===== src/rtl/execute2_stage.sv =====
// execute2_stage: RV32IM E2 stage - ALU/M-ext, branch resolve, E2/M register.
// Iterative divider present only when RV32M_DIV_EN is defined; otherwise div/rem return 0.
module execute2_stage #(
    parameter int DIV_CYCLES = 32,
    parameter int XLEN = 32
) (
    input  logic            clk,
    input  logic            rst,
    input  logic [XLEN-1:0] Src_A_E1,
    input  logic [XLEN-1:0] Src_B_E1,
    input  logic [XLEN-1:0] Imm_Ext_E1,
    input  logic [XLEN-1:0] WriteDataE1,
    input  logic [4:0]      ALUControlE1,
    input  logic [4:0]      RD_E1,
    input  logic            RegWriteE1,
    input  logic            MemWriteE1,
    input  logic [1:0]      ResultSrcE1,
    input  logic            BranchE1,
    input  logic            JumpE1,
    input  logic            JalrE1,
    input  logic [XLEN-1:0] PCE1,
    input  logic [XLEN-1:0] PCPlus4E1,
    input  logic [2:0]      LoadTypeE1,
    input  logic [2:0]      StoreTypeE1,
    input  logic [2:0]      funct3_E1,
    output logic [XLEN-1:0] ALU_ResultE2,
    output logic            StallE2,
    output logic            PCSrcE2,
    output logic [XLEN-1:0] PCTargetE2,
    output logic [XLEN-1:0] ALU_ResultM,
    output logic [XLEN-1:0] WriteDataM,
    output logic [XLEN-1:0] PCPlus4M,
    output logic [4:0]      RD_M,
    output logic            RegWriteM,
    output logic            MemWriteM,
    output logic [1:0]      ResultSrcM,
    output logic [2:0]      LoadTypeM,
    output logic [2:0]      StoreTypeM
);
    localparam int SH_W = $clog2(XLEN);
    localparam logic [4:0] OP_ADD = 5'd0, OP_SUB = 5'd1, OP_AND = 5'd2, OP_OR = 5'd3,
        OP_XOR = 5'd4, OP_SLT = 5'd5, OP_SLTU = 5'd6, OP_SLL = 5'd7, OP_SRL = 5'd8,
        OP_SRA = 5'd9, OP_MUL = 5'd10, OP_MULH = 5'd11, OP_MULHSU = 5'd12, OP_MULHU = 5'd13,
        OP_DIV = 5'd14, OP_DIVU = 5'd15, OP_REM = 5'd16, OP_REMU = 5'd17, OP_PASSB = 5'd18;

    logic [XLEN-1:0] a, b, alu_base, div_res;
    logic [2*XLEN-1:0] mul_a, mul_b, prod;
    logic is_div, cond, taken;

    assign a = Src_A_E1;
    assign b = Src_B_E1;
    assign is_div = ALUControlE1 >= OP_DIV && ALUControlE1 <= OP_REMU;

    // Operands extended to 2*XLEN so one multiplier serves all four signedness variants
    assign mul_a = {{XLEN{(ALUControlE1 == OP_MULH || ALUControlE1 == OP_MULHSU) && a[XLEN-1]}}, a};
    assign mul_b = {{XLEN{ALUControlE1 == OP_MULH && b[XLEN-1]}}, b};
    assign prod = mul_a * mul_b;

    always_comb begin
        alu_base = '0;
        case (ALUControlE1)
            OP_ADD:    alu_base = a + b;
            OP_SUB:    alu_base = a - b;
            OP_AND:    alu_base = a & b;
            OP_OR:     alu_base = a | b;
            OP_XOR:    alu_base = a ^ b;
            OP_SLT:    alu_base = {{(XLEN-1){1'b0}}, $signed(a) < $signed(b)};
            OP_SLTU:   alu_base = {{(XLEN-1){1'b0}}, a < b};
            OP_SLL:    alu_base = a << b[SH_W-1:0];
            OP_SRL:    alu_base = a >> b[SH_W-1:0];
            OP_SRA:    alu_base = $unsigned($signed(a) >>> b[SH_W-1:0]);
            OP_MUL:    alu_base = prod[XLEN-1:0];
            OP_MULH, OP_MULHSU, OP_MULHU: alu_base = prod[2*XLEN-1:XLEN];
            OP_PASSB:  alu_base = b;
            default:   alu_base = '0;
        endcase
    end

    assign ALU_ResultE2 = is_div ? div_res : alu_base;

    always_comb begin
        case (funct3_E1)
            3'b000:  cond = a == b;
            3'b001:  cond = a != b;
            3'b100:  cond = $signed(a) < $signed(b);
            3'b101:  cond = $signed(a) >= $signed(b);
            3'b110:  cond = a < b;
            3'b111:  cond = a >= b;
            default: cond = 1'b0;
        endcase
    end

    assign taken = (BranchE1 & cond) | JumpE1 | JalrE1;
    assign PCSrcE2 = taken & ~StallE2;
    assign PCTargetE2 = JalrE1 ? ((a + Imm_Ext_E1) & {{(XLEN-1){1'b1}}, 1'b0}) : PCE1 + Imm_Ext_E1;

`ifdef RV32M_DIV_EN
    localparam int CNT_W = $clog2(DIV_CYCLES);
    typedef enum logic [1:0] {IDLE, BUSY, DONE} div_state_t;

    div_state_t state, state_nx;
    logic [CNT_W-1:0] count;
    logic [XLEN-1:0] quo, rem, dvs, abs_a, abs_b, q_fix, r_fix;
    logic [XLEN:0] shifted;
    logic neg_q, neg_r, div_signed, div_quot, div_zero, div_ovf, start, fits;

    assign div_signed = ALUControlE1 == OP_DIV || ALUControlE1 == OP_REM;
    assign div_quot = ALUControlE1 == OP_DIV || ALUControlE1 == OP_DIVU;
    assign div_zero = b == '0;
    assign div_ovf = div_signed && a == {1'b1, {(XLEN-1){1'b0}}} && b == '1;
    assign start = is_div && !div_zero && !div_ovf;
    assign abs_a = (div_signed && a[XLEN-1]) ? -a : a;
    assign abs_b = (div_signed && b[XLEN-1]) ? -b : b;
    // Restoring step: shift next dividend bit into the partial remainder and trial-subtract
    assign shifted = {rem, quo[XLEN-1]};
    assign fits = shifted >= {1'b0, dvs};
    assign q_fix = neg_q ? -quo : quo;
    assign r_fix = neg_r ? -rem : rem;

    assign div_res = div_zero ? (div_quot ? '1 : a) :
                     div_ovf ? (div_quot ? a : '0) :
                     state == DONE ? (div_quot ? q_fix : r_fix) : '0;
    assign StallE2 = !rst && ((state == IDLE && start) || state == BUSY);

    always_comb begin
        state_nx = state;
        case (state)
            IDLE:    state_nx = start ? BUSY : IDLE;
            BUSY:    state_nx = count == CNT_W'(DIV_CYCLES - 1) ? DONE : BUSY;
            default: state_nx = IDLE;
        endcase
    end

    always_ff @(posedge clk) begin
        if (rst) begin
            state <= IDLE;
            count <= '0;
        end else begin
            state <= state_nx;
            if (state == IDLE) begin
                quo <= abs_a;
                rem <= '0;
                dvs <= abs_b;
                count <= '0;
                neg_q <= div_signed && (a[XLEN-1] ^ b[XLEN-1]);
                neg_r <= div_signed && a[XLEN-1];
            end else if (state == BUSY) begin
                count <= count + 1'b1;
                quo <= {quo[XLEN-2:0], fits};
                rem <= fits ? XLEN'(shifted - {1'b0, dvs}) : shifted[XLEN-1:0];
            end
        end
    end
`else
    assign div_res = '0;
    assign StallE2 = 1'b0;
`endif

    always_ff @(posedge clk) begin
        if (rst) begin
            ALU_ResultM <= '0;
            WriteDataM <= '0;
            PCPlus4M <= '0;
            RD_M <= '0;
            RegWriteM <= 1'b0;
            MemWriteM <= 1'b0;
            ResultSrcM <= '0;
            LoadTypeM <= '0;
            StoreTypeM <= '0;
        end else if (StallE2) begin
            RegWriteM <= 1'b0;
            MemWriteM <= 1'b0;
        end else begin
            ALU_ResultM <= ALU_ResultE2;
            WriteDataM <= WriteDataE1;
            PCPlus4M <= PCPlus4E1;
            RD_M <= RD_E1;
            RegWriteM <= RegWriteE1;
            MemWriteM <= MemWriteE1;
            ResultSrcM <= ResultSrcE1;
            LoadTypeM <= LoadTypeE1;
            StoreTypeM <= StoreTypeE1;
        end
    end
endmodule


===== config.mk =====
export PLATFORM = sky130hd
export DESIGN_NAME = execute2_stage
export DESIGN_NICKNAME = d
export VERILOG_FILES = /design/src/rtl/execute2_stage.sv
export SDC_FILE = /design/constraint.sdc
export NUM_CORES = 2
export LEC_CHECK = 0
export BUFFER_PORTS_ARGS = -buffer_cell sky130_fd_sc_hd__buf_4
export CAP_MARGIN = 20
export CORE_MARGIN = 5
export CORE_UTILIZATION = 50
export CTS_CLUSTER_DIAMETER = 200
export CTS_CLUSTER_SIZE = 16
export DETAILED_ROUTE_END_ITERATION = 6
export PLACE_DENSITY = 0.64
export SLEW_MARGIN = 20
export SYNTH_ARGS = -nofsm -noshare
export SYNTH_HDL_FRONTEND = slang
export SYNTH_SLANG_ARGS = --single-unit

===== constraint.sdc =====
create_clock -name clk -period 13.71 [get_ports clk]
set_input_delay 2.0565 -clock clk [delete_from_list [all_inputs] [get_ports clk]]
set_output_delay 2.0565 -clock clk [all_outputs]
set_load 0.03 [all_outputs]

# == After elaboration in Yosys (flattened, before gate mapping) ==
# Cells that the tools add are included.
# word_totals
ff_bits,111
out_inout_bits,177
# op_classes
add_sub_neg,4
mul,1
magnitude_cmp,6
n_eq_ne,21
shifts,3
muxes,4
bitwise_logic,6
reduce_logical,7
# ops
op,n
$pmux W32 S13,1
$add A32 B32 Y32,3
$ge A32 B32 Y1,2
$lt A32 B32 Y1,2
$mul A33 B33 Y64,1
$mux W32,2
$and A32 B32 Y32,1
$eq A32 B32 Y1,1
$ne A32 B32 Y1,1
$or A32 B32 Y32,1
$shl A32 B5 Y32,1
$shr A32 B5 Y32,1
$sshr A32 B5 Y32,1
$sub A32 B32 Y32,1
$xor A32 B32 Y32,1
$eq A5 B4 Y1 const B,6
$eq A5 B3 Y1 const B,4
$eq A3 B3 Y1 const B,4
$eq A5 B2 Y1 const B,2
$pmux W1 S6,1
$eq A5 B1 Y1 const B,1
$eq A5 B5 Y1 const B,1
$ge A5 B4 Y1 const B,1
$le A5 B5 Y1 const B,1
other kinds (8),11

# == Depth between registers and ports, before layout ==
# logic_depth
depth_word,6
depth_mapped,34
depth_no_buf,31

# == Worst setup path before layout ==
# No wires, ideal clock.
# synth_path
path_type,input to output
startpoint,in ALUControlE1[0]
endpoint,out ALU_ResultE2[29]
arrival_ns,10.955
required_time_ns,11.653
slack_ns,0.699
stages,32
path_cell_list,clkbuf_1 -> nand2_1 -> nor2_1 -> o21ai_1 -> nor2_1 -> clkbuf_1 -> buf_1 -> nand2_1 -> fa_1 -> fa_1 -> inv_1 -> fa_1 -> inv_1 -> fa_1 -> inv_1 -> fa_1 -> fa_1 -> fa_1 -> inv_1 -> fa_1 -> inv_1 -> ha_1 -> clkbuf_1 -> and3_1 -> nand3_1 -> nor4_1 -> nand3_1 -> a211oi_1 -> a21oi_1 -> o21ai_0 -> mux2i_1 -> nand4_1
# synth_between
elab_chain_cells,6
# synth_rtl
item,line_no,rtl
start: declaration,13,"input logic [4:0] ALUControlE1,"
$eq A5 B4 Y1 (on tied branches),"55, 56, 61",
$logic_or A1 B1 Y1,55,"assign mul_a = {{XLEN{(ALUControlE1 == OP_MULH || ALUControlE1 == OP_MULHSU) && a[XLEN-1]}}, a};"
$logic_and A1 B1 Y1,55,
$mul A33 B33 Y64,57,assign prod = mul_a * mul_b;
$pmux W32 S13,61,case (ALUControlE1)
$mux W32 (*),79,assign ALU_ResultE2 = is_div ? div_res : alu_base;
end: declaration,26,"output logic [XLEN-1:0] ALU_ResultE2,"
# Every way passes the cells marked *; elsewhere a longest branch is shown, timed or not.

# == Final worst setup path ==
# layout_path
startpoint,in ALUControlE1[0]
endpoint,out ALU_ResultE2[28]
# Same word-level chain as after synthesis.

==> impl_metrics.tcl <==
set metrics [dict create \
    rsz0062_at_grt "no" \
    timing_max_transition_violations_final 0 \
    cp_slowest_cell "sky130_fd_sc_hd__fa_1" \
    placeableCoreArea_um2 107000 \
    grt_first_pass_wirelength_um 337000 \
    outcome "complete, but fails checks" \
    dieHeight_um 337 \
    finalSetupViolCount 0 \
    die-width_um 337 \
    min-delay-path-class "input pin to flop" \
    timing.final.hold_violations 0 \
    drive_gt1_frac 0.110 \
    overflow 0 \
    synth-seq-cells 111 \
    synth.net_count 8151 \
    hold_depth 2 \
    design_area_um2 58600 \
    multi_input_comb_area_um2 44900 \
    synth.yosys.seq_area_share 0.0414 \
    initial_utilization 0.502 \
    predominant_post_synthesis_flop_cell "sky130_fd_sc_hd__dfxtp_1" \
    detail_route.wirelength_um 233000 \
    tightest_slew_ns 1.10 \
    ys_async_sr_fraction 0 \
    fillers 10200 \
    setup.worst_path.class "input pin to output pin" \
    dpl_cell_area_um2 58200 \
    drtPass1Iterations 7 \
    dieArea_um2 114000 \
    io_buffers 395 \
    slew-limit-headroom 0.247 \
    root_buffer "sky130_fd_sc_hd__clkbuf_16" \
    global_route.usage.total 0.406 \
    grt_pass1_vias 50300 \
    via_count 48900 \
    pnr_worst_setup_slack_ns 0.361 \
    largest_fanout_on_the_critical_path 18 \
    ys_types 108 \
    hold_path_startpoint "WriteDataE1[29]" \
    worst-endpoint-required_ns 11.65 \
    initial_antenna_violation_count 15 \
    cpMostUsedCell "sky130_fd_sc_hd__fa_1" \
    setup.worst_path.start_class "input pin" \
    place.detailed.hpwl_um 185000 \
    layout_worst_path_cycle_share 0.974 \
    dp_slack_ns 0.287 \
    h_tree_levels 3 \
    finish.net_count 8369 \
    count_of_flip_flops_with_a_built_in_enable_after_synthesis 0 \
    netlist_instances 6432 \
    critPathMaxStageDelay_ns 0.69 \
    wl_per_cell_um 28.8 \
    cts_tree "yes" \
    fin_crit_ns 13.35 \
    detail-route-antenna-nets 0 \
    critical_path.endpoint_type "output pin" \
    routed_via_density 6.07 \
    drcViolationCount 1 \
    achievable_freq_ghz 0.0749 \
    largest_net_degree_at_the_start_of_global_routing 97 \
    violations "design-rule violations" \
    first_iter_violations 5204 \
    numCtsBuffers 9 \
    hold-path-endpoint "WriteDataM[29]" \
    gp_congestion 1.09 \
    clock_sinks 111 \
    cts_hold_repair.buffers 0 \
    maxCapViolCount 0 \
    regArea_um2 2220 \
    clock_path_buffers 2 \
    path_clk_slew_ns 0.09 \
    postSynthAreaPerCell_um2 8.34 \
    fp-row-count 120 \
    io_pins 397 \
    setup-tns-final_ns 0 \
    post_synth_instance_area_um2 53600 \
    yosys_warnings 0 \
    worstPathBufferInverterCount 9 \
    synthToLayoutAreaGrowth_pct 9.24 \
    worst_ep_arrival_time_ns 11.29 \
    worst_path_dominant_cell_family "adder cells" \
    timing.hold.ws_ns 1.90 \
]
-- cells by family (layout without fill, tap and decap cells) --
kind of cell / count (synthesis) / in the layout / synth area share
xor+xnor: 116 / 116 / 0.0190
mux: 107 / 107 / 0.0319
buf+inv: 1700 / 1923 / 0.122
fa+ha+maj: 1499 / 1499 / 0.508
other cells: 1 / 8 / 0.0000699
flops: 111 / 111 / 0.0414
simple gates: 1914 / 1914 / 0.154
compound gates: 984 / 984 / 0.124
-- placed cells by master (no fill, tap or decap), types with 31 or more instances in the layout --
master / netlist / final
sky130_fd_sc_hd__inv_1: 1296 / 1292
sky130_fd_sc_hd__fa_1: 1129 / 1129
sky130_fd_sc_hd__nand2_1: 918 / 918
sky130_fd_sc_hd__buf_4: 10 / 582
sky130_fd_sc_hd__nor2_1: 563 / 561
sky130_fd_sc_hd__ha_1: 370 / 370
sky130_fd_sc_hd__a21oi_1: 255 / 255
sky130_fd_sc_hd__o21ai_0: 160 / 160
sky130_fd_sc_hd__nor2b_1: 130 / 130
sky130_fd_sc_hd__dfxtp_1: 111 / 111
sky130_fd_sc_hd__a21o_1: 99 / 99
sky130_fd_sc_hd__xnor2_1: 74 / 74
sky130_fd_sc_hd__nor3_1: 71 / 69
sky130_fd_sc_hd__mux2i_1: 46 / 46
sky130_fd_sc_hd__nand3_1: 42 / 42
sky130_fd_sc_hd__xor2_1: 42 / 42
sky130_fd_sc_hd__a211oi_1: 42 / 42
sky130_fd_sc_hd__mux4_2: 41 / 41
sky130_fd_sc_hd__o21a_1: 34 / 34
sky130_fd_sc_hd__a31oi_1: 34 / 34
sky130_fd_sc_hd__o211ai_1: 33 / 33
sky130_fd_sc_hd__nand4_1: 31 / 31
-- stage by stage --
stage	cells	utilization
floorplan	6432	-
global placement	8039	0.545
detailed placement	8039	0.545
CTS	8055	0.548
global route	8061	0.549
finish	8065	0.549
-- worst max path at each step --
stage | startpoint | to | depth (start not counted)
6_report | ALUControlE1[0] | ALU_ResultE2[28] | 32
5_1_grt | ALUControlE1[0] | ALU_ResultE2[29] | 34
4_1_cts | ALUControlE1[0] | ALU_ResultE2[29] | 31
3_5_place_dp | ALUControlE1[0] | ALU_ResultE2[29] | 31
3_3_place_gp | ALUControlE1[0] | ALU_ResultE2[29] | 31
2_1_floorplan | ALUControlE1[0] | ALU_ResultE2[29] | 32
-- layer usage --
layer  vias up  share of wire  track usage
met5         -        0.00035            0
met4        12          0.082        0.246
met3       828           0.11        0.107
met2      2995           0.44        0.628
met1     24600           0.37        0.512
li1      20500              -            -
-- flip-flops by register name, indices dropped and copies added (netlist names) --
signal and flops:
ALU_ResultM 32, LoadTypeM 3, MemWriteM 1, PCPlus4M 32, RD_M 5, RegWriteM 1, ResultSrcM 2, StoreTypeM 3
WriteDataM 32
-- layout make-up --
type,instances,area share
Timing Repair Buffer,583,0.0749
Antenna cell,7,0.000299
Tap cell,1403,0.0300
Inverter,1324,0.0850
Sequential cell,111,0.0379
Clock inverter,7,0.00139
Multi-Input combinational cell,4621,0.767
Clock buffer,9,0.00385
-- synthesized netlist by cell type (21+ instances only) --
cell type                   instances  area, um2
sky130_fd_sc_hd__o2111ai_1         22        193
sky130_fd_sc_hd__a21oi_1          255       1280
sky130_fd_sc_hd__ha_1             370       4630
sky130_fd_sc_hd__xor2_1            42        368
sky130_fd_sc_hd__a21o_1            99        743
sky130_fd_sc_hd__buf_2             35        175
sky130_fd_sc_hd__o221ai_1          21        184
sky130_fd_sc_hd__mux2i_1           46        460
sky130_fd_sc_hd__nor2b_1          130        813
sky130_fd_sc_hd__inv_1           1296       4860
sky130_fd_sc_hd__buf_1             83        312
sky130_fd_sc_hd__nand3_1           42        210
sky130_fd_sc_hd__a221o_1           21        210
sky130_fd_sc_hd__clkbuf_1         240        901
sky130_fd_sc_hd__o211ai_1          33        248
sky130_fd_sc_hd__nor2_1           563       2110
sky130_fd_sc_hd__nand2b_1          29        181
sky130_fd_sc_hd__nand4_1           31        194
sky130_fd_sc_hd__a221oi_1          23        201
sky130_fd_sc_hd__mux4_2            41        923
sky130_fd_sc_hd__a22oi_1           29        218
sky130_fd_sc_hd__fa_1            1129      22600
sky130_fd_sc_hd__o21ai_0          160        801
sky130_fd_sc_hd__and3_1            24        150
sky130_fd_sc_hd__xnor2_1           74        648
sky130_fd_sc_hd__a31oi_1           34        213
sky130_fd_sc_hd__nand2_1          918       3450
sky130_fd_sc_hd__nor3_1            71        355
sky130_fd_sc_hd__dfxtp_1          111       2220
sky130_fd_sc_hd__o21a_1            34        255
sky130_fd_sc_hd__a211oi_1          42        315
sky130_fd_sc_hd__o21bai_1          30        225
-- repair_timing --
action | CTS | global route
endpoints found under the setup margin | 0 | 5
buffers inserted | 0 | 3
gates resized for setup | 0 | 4
Power is left out: the tool's default activity adds up to more than one toggle a clock period on the data nets, which glitch-free logic cannot reach.
